### src/rtl/fifo_pkg.sv
// Shared types and defaults for the FIFO-fed serial transmitter.
package fifo_pkg;

  typedef enum logic [1:0] {
    IDLE  = 2'd0,
    START = 2'd1,
    DATA  = 2'd2,
    STOP  = 2'd3
  } tx_state_t;

  localparam int DWID_DEFAULT = 16;

endpackage

### src/rtl/fifo_ser_tx_baud.sv
// Bit-period timer: tick marks the last clk cycle of each serial bit.
module baud_tick_gen #(
  parameter int CLKS_PER_BIT = 4
) (
  input  logic clk,
  input  logic rst,
  input  logic clear,
  output logic tick
);

  localparam int CW = (CLKS_PER_BIT > 1) ? $clog2(CLKS_PER_BIT) : 1;

  logic [CW-1:0] cnt;

  assign tick = !clear && (cnt == CW'(CLKS_PER_BIT - 1));

  // Reloading on tick keeps every bit exactly CLKS_PER_BIT cycles long.
  always_ff @(posedge clk or negedge rst) begin
    if (!rst)
      cnt <= '0;
    else if (clear || tick)
      cnt <= '0;
    else
      cnt <= cnt + CW'(1);
  end

endmodule

### src/rtl/fifo_ser_tx.sv
// Pops words from a first-word-fall-through FIFO and sends each as a
// start bit, DWID data bits LSB first, and a stop bit.
module fifo_ser_tx
  import fifo_pkg::*;
#(
  parameter int DWID         = DWID_DEFAULT,
  parameter int CLKS_PER_BIT = 4
) (
  input  logic            clk,
  input  logic            rst,
  input  logic            en_i,
  input  logic            empty_i,
  input  logic [DWID-1:0] rdata_i,
  output logic            rd_o,
  output logic            tx_o,
  output logic            busy_o,
  output logic            done_o
);

  localparam int BW = $clog2(DWID);

  tx_state_t       state, state_nxt;
  logic [DWID-1:0] shreg, shreg_nxt;
  logic [BW-1:0]   bit_cnt, bit_cnt_nxt;
  logic            tx_nxt;
  logic            tick;

  // Holding the timer clear in IDLE restarts it on the capture edge.
  baud_tick_gen #(
    .CLKS_PER_BIT(CLKS_PER_BIT)
  ) u_baud (
    .clk  (clk),
    .rst  (rst),
    .clear(state == IDLE),
    .tick (tick)
  );

  always_ff @(posedge clk or negedge rst) begin
    if (!rst) begin
      state   <= IDLE;
      shreg   <= '0;
      bit_cnt <= '0;
      tx_o    <= 1'b1;
    end else begin
      state   <= state_nxt;
      shreg   <= shreg_nxt;
      bit_cnt <= bit_cnt_nxt;
      tx_o    <= tx_nxt;
    end
  end

  // tx_nxt is the line value for the following cycle, so tx_o is a pure flop.
  always_comb begin
    state_nxt   = state;
    shreg_nxt   = shreg;
    bit_cnt_nxt = bit_cnt;
    tx_nxt      = tx_o;
    rd_o        = (state == IDLE) && en_i && !empty_i && rst;
    busy_o      = (state != IDLE);
    done_o      = 1'b0;
    case (state)
      IDLE: begin
        if (rd_o) begin
          state_nxt   = START;
          shreg_nxt   = rdata_i;
          bit_cnt_nxt = '0;
          tx_nxt      = 1'b0;
        end
      end
      START: begin
        if (tick) begin
          state_nxt = DATA;
          tx_nxt    = shreg[0];
        end
      end
      DATA: begin
        if (tick) begin
          if (bit_cnt == BW'(DWID - 1)) begin
            state_nxt = STOP;
            tx_nxt    = 1'b1;
          end else begin
            shreg_nxt   = shreg >> 1;
            tx_nxt      = shreg[1];
            bit_cnt_nxt = bit_cnt + BW'(1);
          end
        end
      end
      STOP: begin
        if (tick) begin
          state_nxt = IDLE;
          done_o    = 1'b1;
        end
      end
      default: state_nxt = IDLE;
    endcase
  end

endmodule

### config.mk
export PLATFORM = sky130hd
export DESIGN_NAME = fifo_ser_tx
export DESIGN_NICKNAME = d
export VERILOG_FILES = /design/src/rtl/fifo_pkg.sv /design/src/rtl/fifo_ser_tx_baud.sv /design/src/rtl/fifo_ser_tx.sv
export SDC_FILE = /design/constraint.sdc
export NUM_CORES = 1
export LEC_CHECK = 0
export ABC_CLOCK_PERIOD_IN_PS = 1550
export BUFFER_PORTS_ARGS = -buffer_cell sky130_fd_sc_hd__buf_4
export CORE_UTILIZATION = 49
export DETAILED_ROUTE_END_ITERATION = 10
export PLACE_DENSITY = 0.74
export SETUP_SLACK_MARGIN = 0.02
export SLEW_MARGIN = 20
export SYNTH_ARGS = -nofsm -noshare
export SYNTH_HDL_FRONTEND = slang
export SYNTH_SLANG_ARGS = --single-unit
### constraint.sdc
create_clock -name clk -period 1.55 [get_ports clk]
set_input_delay 0.31 -clock clk [delete_from_list [all_inputs] [get_ports clk]]
set_output_delay 0.31 -clock clk [all_outputs]
set_load 0.05 [all_outputs]
==> results of run 1 <==
critical path, delay by kind of cell, from the launching register on:
kind                       cells  cell delay [ns]
buffers and inverters          2             0.26
DFF                            1             0.43
adders and majority gates      1             0.25
and+or+nand+nor                1             0.27
cell type report:
type / instances / area [µm²]
Multi-Input combinational cell: 92 / 846
Fill cell: 200 / 703
Sequential cell: 25 / 627
Timing Repair Buffer: 49 / 458
Tap cell: 31 / 38.8
Inverter: 8 / 33.8
Clock buffer: 3 / 22.5
Clock inverter: 1 / 5.00
timing repair:
| action | in CTS | in global routing |
|---|---|---|
| gates cloned | 6 | 0 |
| hold buffers | 1 | 0 |
| hold endpoints to repair | 20 | 0 |
| endpoints found under the setup margin | 25 | 26 |
| gates resized for setup | 49 | 11 |
| pin swaps | 6 | 8 |
| setup buffers | 8 | 0 |
flip-flops by register name, summed over array words and instances (netlist names):
name	cells
bit_cnt	4
shreg	16
state	2
tx_o	1
u_baud.cnt	2
final timing paths:
check | slack (ns) | depth (start not counted) | endpoint | startpoint
worst max-delay path | -0.30 | 4 | rd_o | state[1]$_DFFE_PN0P_
worst min-delay path | 0.22 | 3 | shreg[15]$_DFFE_PN0P_ | rdata_i[15]
worst max register to register | -0.18 | 9 | bit_cnt[0]$_DFFE_PN0P_ | state[0]$_DFFE_PN0P_
worst min register to register | 0.45 | 1 | u_baud.cnt[0]$_DFF_PN0_ | u_baud.cnt[0]$_DFF_PN0_
max in group asynchronous | 0.66 | 3 | tx_o$_DFFE_PN1P_ | rst
min in group asynchronous | 0.39 | 2 | u_baud.cnt[1]$_DFF_PN0_ | rst
through the flow:
stage,hold slack (ns),worst slack (ns),total power [W]
after CTS,0.231,-0.272,0.00401
final,0.222,-0.301,0.00420
after floorplan,0.0144,-0.157,0.00262
after detailed placement,0.128,-0.0535,0.00307
after global placement,0.127,-0.0141,0.00298
after global routing,0.223,-0.351,0.00447
synth_stat cells, types with 2 or more instances:
master	count	share of area
dfrtp_1	24	0.43
nand3_1	19	0.068
mux2i_1	17	0.12
o21ai_0	10	0.036
o21ai_2	9	0.056
ha_1	8	0.072
inv_1	8	0.021
nor2_1	4	0.011
buf_2	3	0.011
buf_4	3	0.016
nor3_1	3	0.011
a21oi_1	2	0.0072
buf_6	2	0.016
cell families (layout without fill, tap and decap cells):
| family | after synthesis | in the layout | share of synthesized area |
|---|---|---|---|
| AND/OR/NAND/NOR | 35 | 37 | 0.140 |
| AO/OA/AOI/OAI | 30 | 30 | 0.155 |
| flip-flops | 25 | 25 | 0.448 |
| multiplexers | 17 | 17 | 0.122 |
| buffers and inverters | 16 | 61 | 0.0644 |
| adder cells (fa/ha/maj) | 8 | 8 | 0.0716 |
per-layer routing:
layer,up-vias,wire (µm)
met3,7,98
met1,591,1580
li1,566,-
met2,28,1930
met5,-,0
met4,0,56
power by group through the flow:
stage	Sequential (W)	Clock, W	Combinational, W
2_1_floorplan	0.00118	0	0.00144
3_3_place_gp	0.00117	0	0.00181
3_5_place_dp	0.00119	0	0.00188
4_1_cts	0.00118	0.000295	0.00253
5_1_grt	0.00125	0.000329	0.00290
6_report	0.00121	0.000300	0.00269
==> metrics.txt, run 1 <==
outcome=finished with violations; violated checks=negative setup slack; DP HPWL=2.15 mm; critical path required time=1.24 ns; CTS tree=yes; post-synthesis cell area=around 1400 µm²; GR peak layer=met2; first-pass GRT wire length=between 6 and 7 mm; vias=roughly 1200; clk slew on worst S/H paths=0.14 ns; sw power=0.00181 W; total CTS buffers=3; fin crit share=1.19; count of state elements after synthesis=25; Primary FF master, synth=dfrtp_1; Crit Path Category=flip-flop to primary output; Max stage delay on crit path=0.43 ns; die area=between 3000 and 4000 µm²; Final ANT Viol Nets=0; Synth Instances=between 100 and 150; Slew HR=0.792; Ys Warns=0; Slowest cell on crit path=dfrtp_1; setup violators final=26; Avg WL per Cell=approximately 17 µm; met2 Usage GRT=0.454; layout cells sized above 1=0.534; f_max=approximately 0.54 GHz; Post-synth EDFFs=0; Crit. End Element=primary output; most common cell after layout, fill and taps aside=buf_4; crit path time final=1.85 ns; Setup crit start kind=flip-flop; Final Core Density=0.743; Starting Density=0.512; # nets final=between 200 and 250; Total GRT Usage=0.255; Final Hold Vio Count=0; worst slew pin tran=slightly above 0.3 ns; DP Area=around 1700 µm²; syn nets=approximately 160; worst vdd ir=1700 µV; antenna cells=0; Hold WC Path Type=input port to flip-flop; leakage=approximately 0.93 nW; detailed-route DRC error count=0; PD cells=a little over 2000 nW/µm²; clock share of power=0.072; met1 Track Usage GR=0.328; register area share after synthesis=0.448; CTS Root Cell=clkbuf_4; Final Cell Area=2030 µm²; PortBufs=23; clock sink total=25; cell chain of the critical path=inv_2, ha_2, and4b_4, buf_6; Placed Cells incl. Taps=190; Worst Path Max Fanout=3; H-tree Lvls=1; final cell count without fillers=between 200 and 250; Combinational Power Share=0.640; Critical Path AT=roughly 1.5 ns; routed wire length=between 3 and 4 mm; CTS max path bufs=2; Clock Latency Late Sink=0.33 ns; Synth Area per Inst=10.7 µm²; core box area=between 2000 and 3000 µm²; MaxCap Viol Count=0; Slew Limit Fails=0; RePlAce Congestion=slightly below 0.9; Post-Route Setup TNS=-3.82 ns; die width=~55 µm; Synth cell types=32; switching part of the total=0.431; total gr overflow=0; Die H=~55 µm; Top Ports=24; largest net degree at the start of global routing=15; most frequent cells in the layout=buf_4 (33), dfrtp_1 (24), mux2i_1 (17); vias in the first global route=1264; final setup skew=slightly below 0.009 ns; register share of total power=0.288; GR Util met3=0.0281; RSZ-0062 raised after global routing=yes; async set-reset flop share out of synthesis=1.00; PnR worst setup slack=-0.301 ns; internal power=approximately 0.0024 W; initial antenna violation count=0; DRT iter0 DRCs=37; num rows=19; DR vias/cell=5.70; Area Growth Syn to Fin=45.2%; Pre-Repair DR Iteration Count=4
(Power assumes the default switching activity.)
==> run 2, diff against run 1 <==
--- a/config.mk
+++ b/config.mk
@@ -5,11 +5,14 @@
 export SDC_FILE = /design/constraint.sdc
 export NUM_CORES = 1
 export LEC_CHECK = 0
-export ABC_CLOCK_PERIOD_IN_PS = 1550
+export ABC_CLOCK_PERIOD_IN_PS = 1600
 export BUFFER_PORTS_ARGS = -buffer_cell sky130_fd_sc_hd__buf_4
-export CORE_UTILIZATION = 49
+export CELL_PAD_IN_SITES_DETAIL_PLACEMENT = 1
+export CELL_PAD_IN_SITES_GLOBAL_PLACEMENT = 1
+export CORE_UTILIZATION = 39
 export DETAILED_ROUTE_END_ITERATION = 10
-export PLACE_DENSITY = 0.74
+export PLACE_DENSITY_LB_ADDON = 0.1
+export REMOVE_ABC_BUFFERS = 1
 export SETUP_SLACK_MARGIN = 0.02
 export SLEW_MARGIN = 20
 export SYNTH_ARGS = -nofsm -noshare
==> constraint.sdc (replaced) <==
create_clock -name clk -period 1.6 [get_ports clk]
set_input_delay 0.32 -clock clk [delete_from_list [all_inputs] [get_ports clk]]
set_output_delay 0.32 -clock clk [all_outputs]
set_load 0.05 [all_outputs]
==> run 2 against run 1 <==
Effect of this change:
- the run still ends with negative setup slack left
- sequential share of layout area down 3.1 points
- total power increased by 18%
- via count is 12% higher
- global-route usage up 0.29 points
- combinational power is 28% higher
- sequential cell count unchanged
- utilization down 7.7 points
- non-clock buffer count rose by 12
==> metrics.txt, run 2 (synthesized netlist as in run 1, its figures left out) <==
outcome=finished with violations; violated checks=negative setup slack; crit path time final=just under 2 ns; Power, Total=0.00494 W (+18%); Largest Register=shreg; Pre-Repair DR Iteration Count=4 (unchanged); PD cells=2190 nW/µm² (+6.0%); worst slew pin tran=0.327 ns (+0.0164 ns); die width=61.9 µm (+12%); total gr overflow=0 (unchanged); antenna cells=0 (unchanged); setup violators final=26 (unchanged); r2r worst-path depth=9 (unchanged); H-tree Lvls=1 (unchanged); MaxCap Viol Count=0 (unchanged); fin crit share=1.23; first-pass GRT wire length=6.71 mm (+9.6%); initial antenna violation count=0 (unchanged); Slew HR=0.781 (-0.0109); leakage=1.02 nW (+9.3%); Hold Path Origin=rdata_i[15]; Largest regs=shreg (16), bit_cnt (4); largest net degree at the start of global routing=24 (+9); num rows=21 (+2); DR vias/cell=5.69 (-0.32%); Final ANT Viol Nets=0 (unchanged); clk slew on worst S/H paths=0.14 ns (about the same); Avg WL per Cell=24.4 µm (+39%); Critical Path AT=1.65 ns (+0.11 ns); final cell count without fillers=235 (+12%); DP Area=1660 µm² (-0.97%); Area Growth Syn to Fin=61.4%; detailed-route DRC error count=0 (unchanged); Hold WC Path Type=input port to flip-flop; WHS Endpoint=shreg[15]$_DFFE_PN0P_; most frequent cells in the layout=buf_4 (38), dfrtp_1 (24), nand3_1 (16); DRT iter0 DRCs=76 (+110%); Total GRT Usage=0.258 (+0.00285); RePlAce Congestion=0.773 (-13%); Starting Density=0.413 (-0.0990); CTS tree=yes; Final Cell Area=2260 µm² (+11%); Slew Limit Fails=0 (unchanged); RSZ-0062 raised after global routing=yes; Setup crit start kind=flip-flop; CTS Root Cell=clkbuf_4; core box area=3390 µm² (+24%); most common cell after layout, fill and taps aside=buf_4; DP HPWL=2.43 mm (+13%); max reg flops=16 (unchanged); Crit Path Category=flip-flop to primary output; f_max=around 0.5 GHz; Crit. End Element=primary output; clock sink total=25 (unchanged); Placed Cells incl. Taps=204 (+7.4%); flop2flop setup slack=-0.35 ns (-0.17 ns); fillers=347 (+74%); routed wire length=5.72 mm (+57%); Clock Latency Late Sink=0.33 ns (about the same); Die H=61.9 µm (+12%); worst vdd ir=876 µV (-48%); PortBufs=23 (unchanged); layout cells sized above 1=0.556 (+0.0218); CTS max path bufs=2 (unchanged); reg2reg end=shreg[0]$_DFFE_PN0P_; total CTS buffers=3 (unchanged); Final Hold Vio Count=0 (unchanged); final setup skew=0.00669 ns (-0.00212 ns); hold depth=3 (unchanged); die area=3830 µm² (+25%); vias=1336 (+12%); vias in the first global route=1388 (+9.8%); Top Ports=24 (unchanged); reg-to-reg startpoint=state[1]$_DFFE_PN0P_; PnR worst setup slack=-0.367 ns (-0.0658 ns); # nets final=218 (+5.3%); Final Core Density=0.666 (-0.0769); Worst Path Max Fanout=3 (unchanged); critical path required time=1.28 ns (+0.04 ns)
-- run 2: cell types whose count changed in the layout (fill, tap and decap cells not counted), moves of 3 or more --
cell	change
buf_12	+4
buf_4	+5
buf_6	+3
ha_4	+3
nand3_1	+5
nand3_2	-3
-- run 2: through the flow --
step	setup TNS [ns]	setup slack, ns	hold WS (ns)
3_5_place_dp	-0.520	-0.141	0.121
4_1_cts	-0.652	-0.198	0.243
5_1_grt	-9.39	-0.431	0.238
6_report	-7.80	-0.367	0.222
2_1_floorplan	-14.28	-0.724	0.0244
3_3_place_gp	-0.0283	-0.0283	0.120
-- run 2: worst max-delay path by stage --
| stage | from | end | slack [ns] | depth (start not counted) |
|---|---|---|---|---|
| 2_1_floorplan | state[0]$_DFFE_PN0P_ | shreg[4]$_DFFE_PN0P_ | -0.72 | 6 |
| 3_3_place_gp | state[1]$_DFFE_PN0P_ | state[1]$_DFFE_PN0P_ | -0.03 | 6 |
| 3_5_place_dp | state[1]$_DFFE_PN0P_ | state[1]$_DFFE_PN0P_ | -0.14 | 6 |
| 4_1_cts | state[1]$_DFFE_PN0P_ | done_o | -0.20 | 5 |
| 5_1_grt | state[1]$_DFFE_PN0P_ | done_o | -0.43 | 5 |
| 6_report | state[1]$_DFFE_PN0P_ | done_o | -0.37 | 5 |
-- run 2: final cells by class --
class | count | area (µm²) | share of cell area
Clock buffer | 4 | 26.3 | 0.0116
Inverter | 8 | 37.5 | 0.0166
Multi-Input combinational cell | 91 | 907 | 0.402
Sequential cell | 25 | 627 | 0.278
Tap cell | 46 | 57.6 | 0.0255
Timing Repair Buffer | 61 | 602 | 0.267
-- run 2: power by group --
part / switching, W / internal [W]
Clock: 0.000204 / 0.0000979
Combinational: 0.00181 / 0.00164
Sequential: 0.000250 / 0.000943
Total: 0.00226 / 0.00268
-- run 2: metal layers --
metal	vias up	track usage	routed length, µm
met5	-	0	0
met4	0	0.175	315
met3	24	0.0373	202
met2	50	0.472	3030
met1	671	0.273	2180
li1	591	-	-
-- run 2: worst max-delay path: stages, from the launching register on --
cell	delay (ns)
dfrtp_1	0.45
inv_2	0.16
ha_4	0.17
and2b_2	0.24
and2_4	0.15
buf_8	0.14
-- run 2: repair_timing --
action / in CTS / in global routing
cloned: 1 / 2
gates resized for setup: 37 / 40
hold buffers: 2 / 0
endpoints found under the setup margin: 24 / 26
setup buffers: 13 / 9
endpoints found under the hold margin: 2 / 0
pin swaps: 7 / 17
==> run 3, diff against run 2 <==
--- a/config.mk
+++ b/config.mk
@@ -12,7 +12,6 @@
 export CORE_UTILIZATION = 39
 export DETAILED_ROUTE_END_ITERATION = 10
 export PLACE_DENSITY_LB_ADDON = 0.1
-export REMOVE_ABC_BUFFERS = 1
 export SETUP_SLACK_MARGIN = 0.02
 export SLEW_MARGIN = 20
 export SYNTH_ARGS = -nofsm -noshare
==> run 3 against run 2 <==
Effect of this change:
- sequential share of layout area grew 1.8 points
- die area unchanged
- via count shrank 8.1%
- wire length decreased by 28%
- the run ends with negative hold slack, negative setup slack left
- cell count is 3.0% lower
==> metrics.txt, run 3 (synthesized netlist as in run 1, its figures left out) <==
Setup crit start kind=flip-flop; largest net degree at the start of global routing=24 (unchanged); DR vias/cell=5.39 (-5.3%); f_max=0.542 GHz (+6.6%); Pre-Repair DR Iteration Count=4 (unchanged); PD cells=2110 nW/µm² (-3.6%); most frequent cells in the layout=buf_4 (35), dfrtp_1 (24), nand3_1 (16), mux2i_1 (16), o21ai_2 (13); Setup WS pre-CTS=-0.0666 ns (+0.0741 ns); first-pass GRT wire length=5.79 mm (-14%); Slew HR=0.795 (+0.0134); most common cell after layout, fill and taps aside=buf_4; Max stage delay on crit path=0.44 ns (about the same); total CTS buffers=3 (unchanged); Worst Path Max Fanout=3 (unchanged); Final Core Density=0.626 (-0.0399); Slew Limit Fails=0 (unchanged); core box area=3390 µm² (unchanged); critical path required time=1.28 ns (about the same); antenna cells=0 (unchanged); die area=3830 µm² (unchanged); vias in the first global route=1236 (-11%); routed wire length=4.11 mm (-28%); Clock Latency Late Sink=0.33 ns (about the same); max reg flops=16 (unchanged); DP HPWL=2.46 mm (+1.4%); CTS max path bufs=2 (unchanged); setup violators final=25 (-3.8%); DRT iter0 DRCs=51 (-33%); die width=61.9 µm (unchanged); Crit Path Category=flip-flop to primary output; Final Hold Vio Count=13 (+13); fin crit share=1.15 (-0.0765); Slowest cell on crit path=dfrtp_1; Top Ports=24 (unchanged); worst vdd ir=715 µV (-18%); RSZ-0062 raised after global routing=yes; CTS Root Cell=clkbuf_4; RePlAce Congestion=0.878 (+14%); H-tree Lvls=1 (unchanged); # nets final=211 (-3.2%); clock sink total=25 (unchanged); Power, Total=0.00448 W (-9.3%); total gr overflow=0 (unchanged); detailed-route DRC error count=0 (unchanged); num rows=21 (unchanged); Die H=61.9 µm (unchanged); leakage=0.961 nW (-5.5%); PortBufs=23 (unchanged); violated checks=negative hold slack, negative setup slack; Final Cell Area=2120 µm² (-6.0%); Avg WL per Cell=18.0 µm (-26%); PnR worst setup slack=-0.244 ns (+0.122 ns); Post-Route Setup TNS=-2.71 ns (+5.10 ns); outcome=finished with violations; fillers=350 (+0.86%); Hold Slack=-0.00968 ns (-0.231 ns); Largest regs=shreg (16), bit_cnt (4); crit path time final=1.84 ns (-0.122 ns); initial antenna violation count=0 (unchanged); Largest Register=shreg; CTS tree=yes; layout cells sized above 1=0.527 (-0.0281); cell chain of the critical path=inv_4, ha_4, and2b_2, and2_4, buf_8; DP Area=1710 µm² (+2.9%); Total GRT Usage=0.212 (-0.0458); Hold WC Path Type=input port to asynchronous set/reset pin; vias=1228 (-8.1%); worst slew pin tran=0.308 ns (-0.0192 ns); final setup skew=0.00624 ns (-0.000452 ns); Critical Path AT=1.52 ns (-0.13 ns); clk slew on worst S/H paths=0.15 ns (about the same); Area Growth Syn to Fin=51.7%; MaxCap Viol Count=0 (unchanged); Crit. End Element=primary output; Starting Density=0.413 (unchanged); Final ANT Viol Nets=0 (unchanged)
[run 3: layout make-up]
class	count	area [µm²]	area share
well taps	46	57.6	0.0271
multi-input cells	91	840	0.396
repair buffers	54	534	0.252
clock inverters	1	5.00	0.00236
flip-flops and latches	25	627	0.295
inverters	8	36.3	0.0171
clock buffers	3	22.5	0.0106
[run 3: worst paths after layout]
kind                                         start                       to  slack, ns  cells past startpoint
max                           state[0]$_DFFE_PN0P_                   done_o      -0.24                      5
min                                            rst     shreg[1]$_DFFE_PN0P_      -0.01                      2
max reg2reg                   state[0]$_DFFE_PN0P_    shreg[11]$_DFFE_PN0P_      -0.16                      8
min reg2reg                u_baud.cnt[0]$_DFF_PN0_  u_baud.cnt[0]$_DFF_PN0_       0.45                      1
max in group asynchronous                      rst  u_baud.cnt[1]$_DFF_PN0_       1.11                      2
min in group clk                       rdata_i[15]    shreg[15]$_DFFE_PN0P_       0.23                      3
[run 3: worst max-delay path, delay by kind of cell, from the launching register on]
family / cells / cell delay (ns)
and+or+nand+nor: 2 / 0.37
adders and majority gates: 1 / 0.14
buffers and inverters: 2 / 0.24
DFF: 1 / 0.44
[run 3: routing by layer]
metal,track usage,vias to the layer above,share of wire
li1,-,572,-
met1,0.263,616,0.40
met2,0.378,27,0.55
met3,0.0269,13,0.020
met4,0.0762,0,0.031
met5,0,-,0
[run 3: metrics by stage]
| stage | hold slack (ns) | std cells |
|---|---|---|
| CTS | 0.00274 | 220 |
| global route | -0.00341 | 228 |
| detailed placement | 0.125 | 205 |
| global placement | 0.125 | 205 |
| floorplan | 0.0244 | 131 |
| finish | -0.00968 | 228 |
[run 3: power by group]
group | total, W | switching (W) | internal, W
combinational | 0.00304 | 0.00149 | 0.00155
clock | 0.000296 | 0.000202 | 0.0000939
sequential | 0.00115 | 0.000207 | 0.000942
total | 0.00448 | 0.00190 | 0.00259
[run 3: timing repair]
action	in CTS	in global routing
hold buffers	1	0
hold endpoints to repair	2	0
gates cloned	2	2
gates resized for setup	17	42
pin swaps	3	11
endpoints found under the setup margin	13	26
buffers inserted	8	6
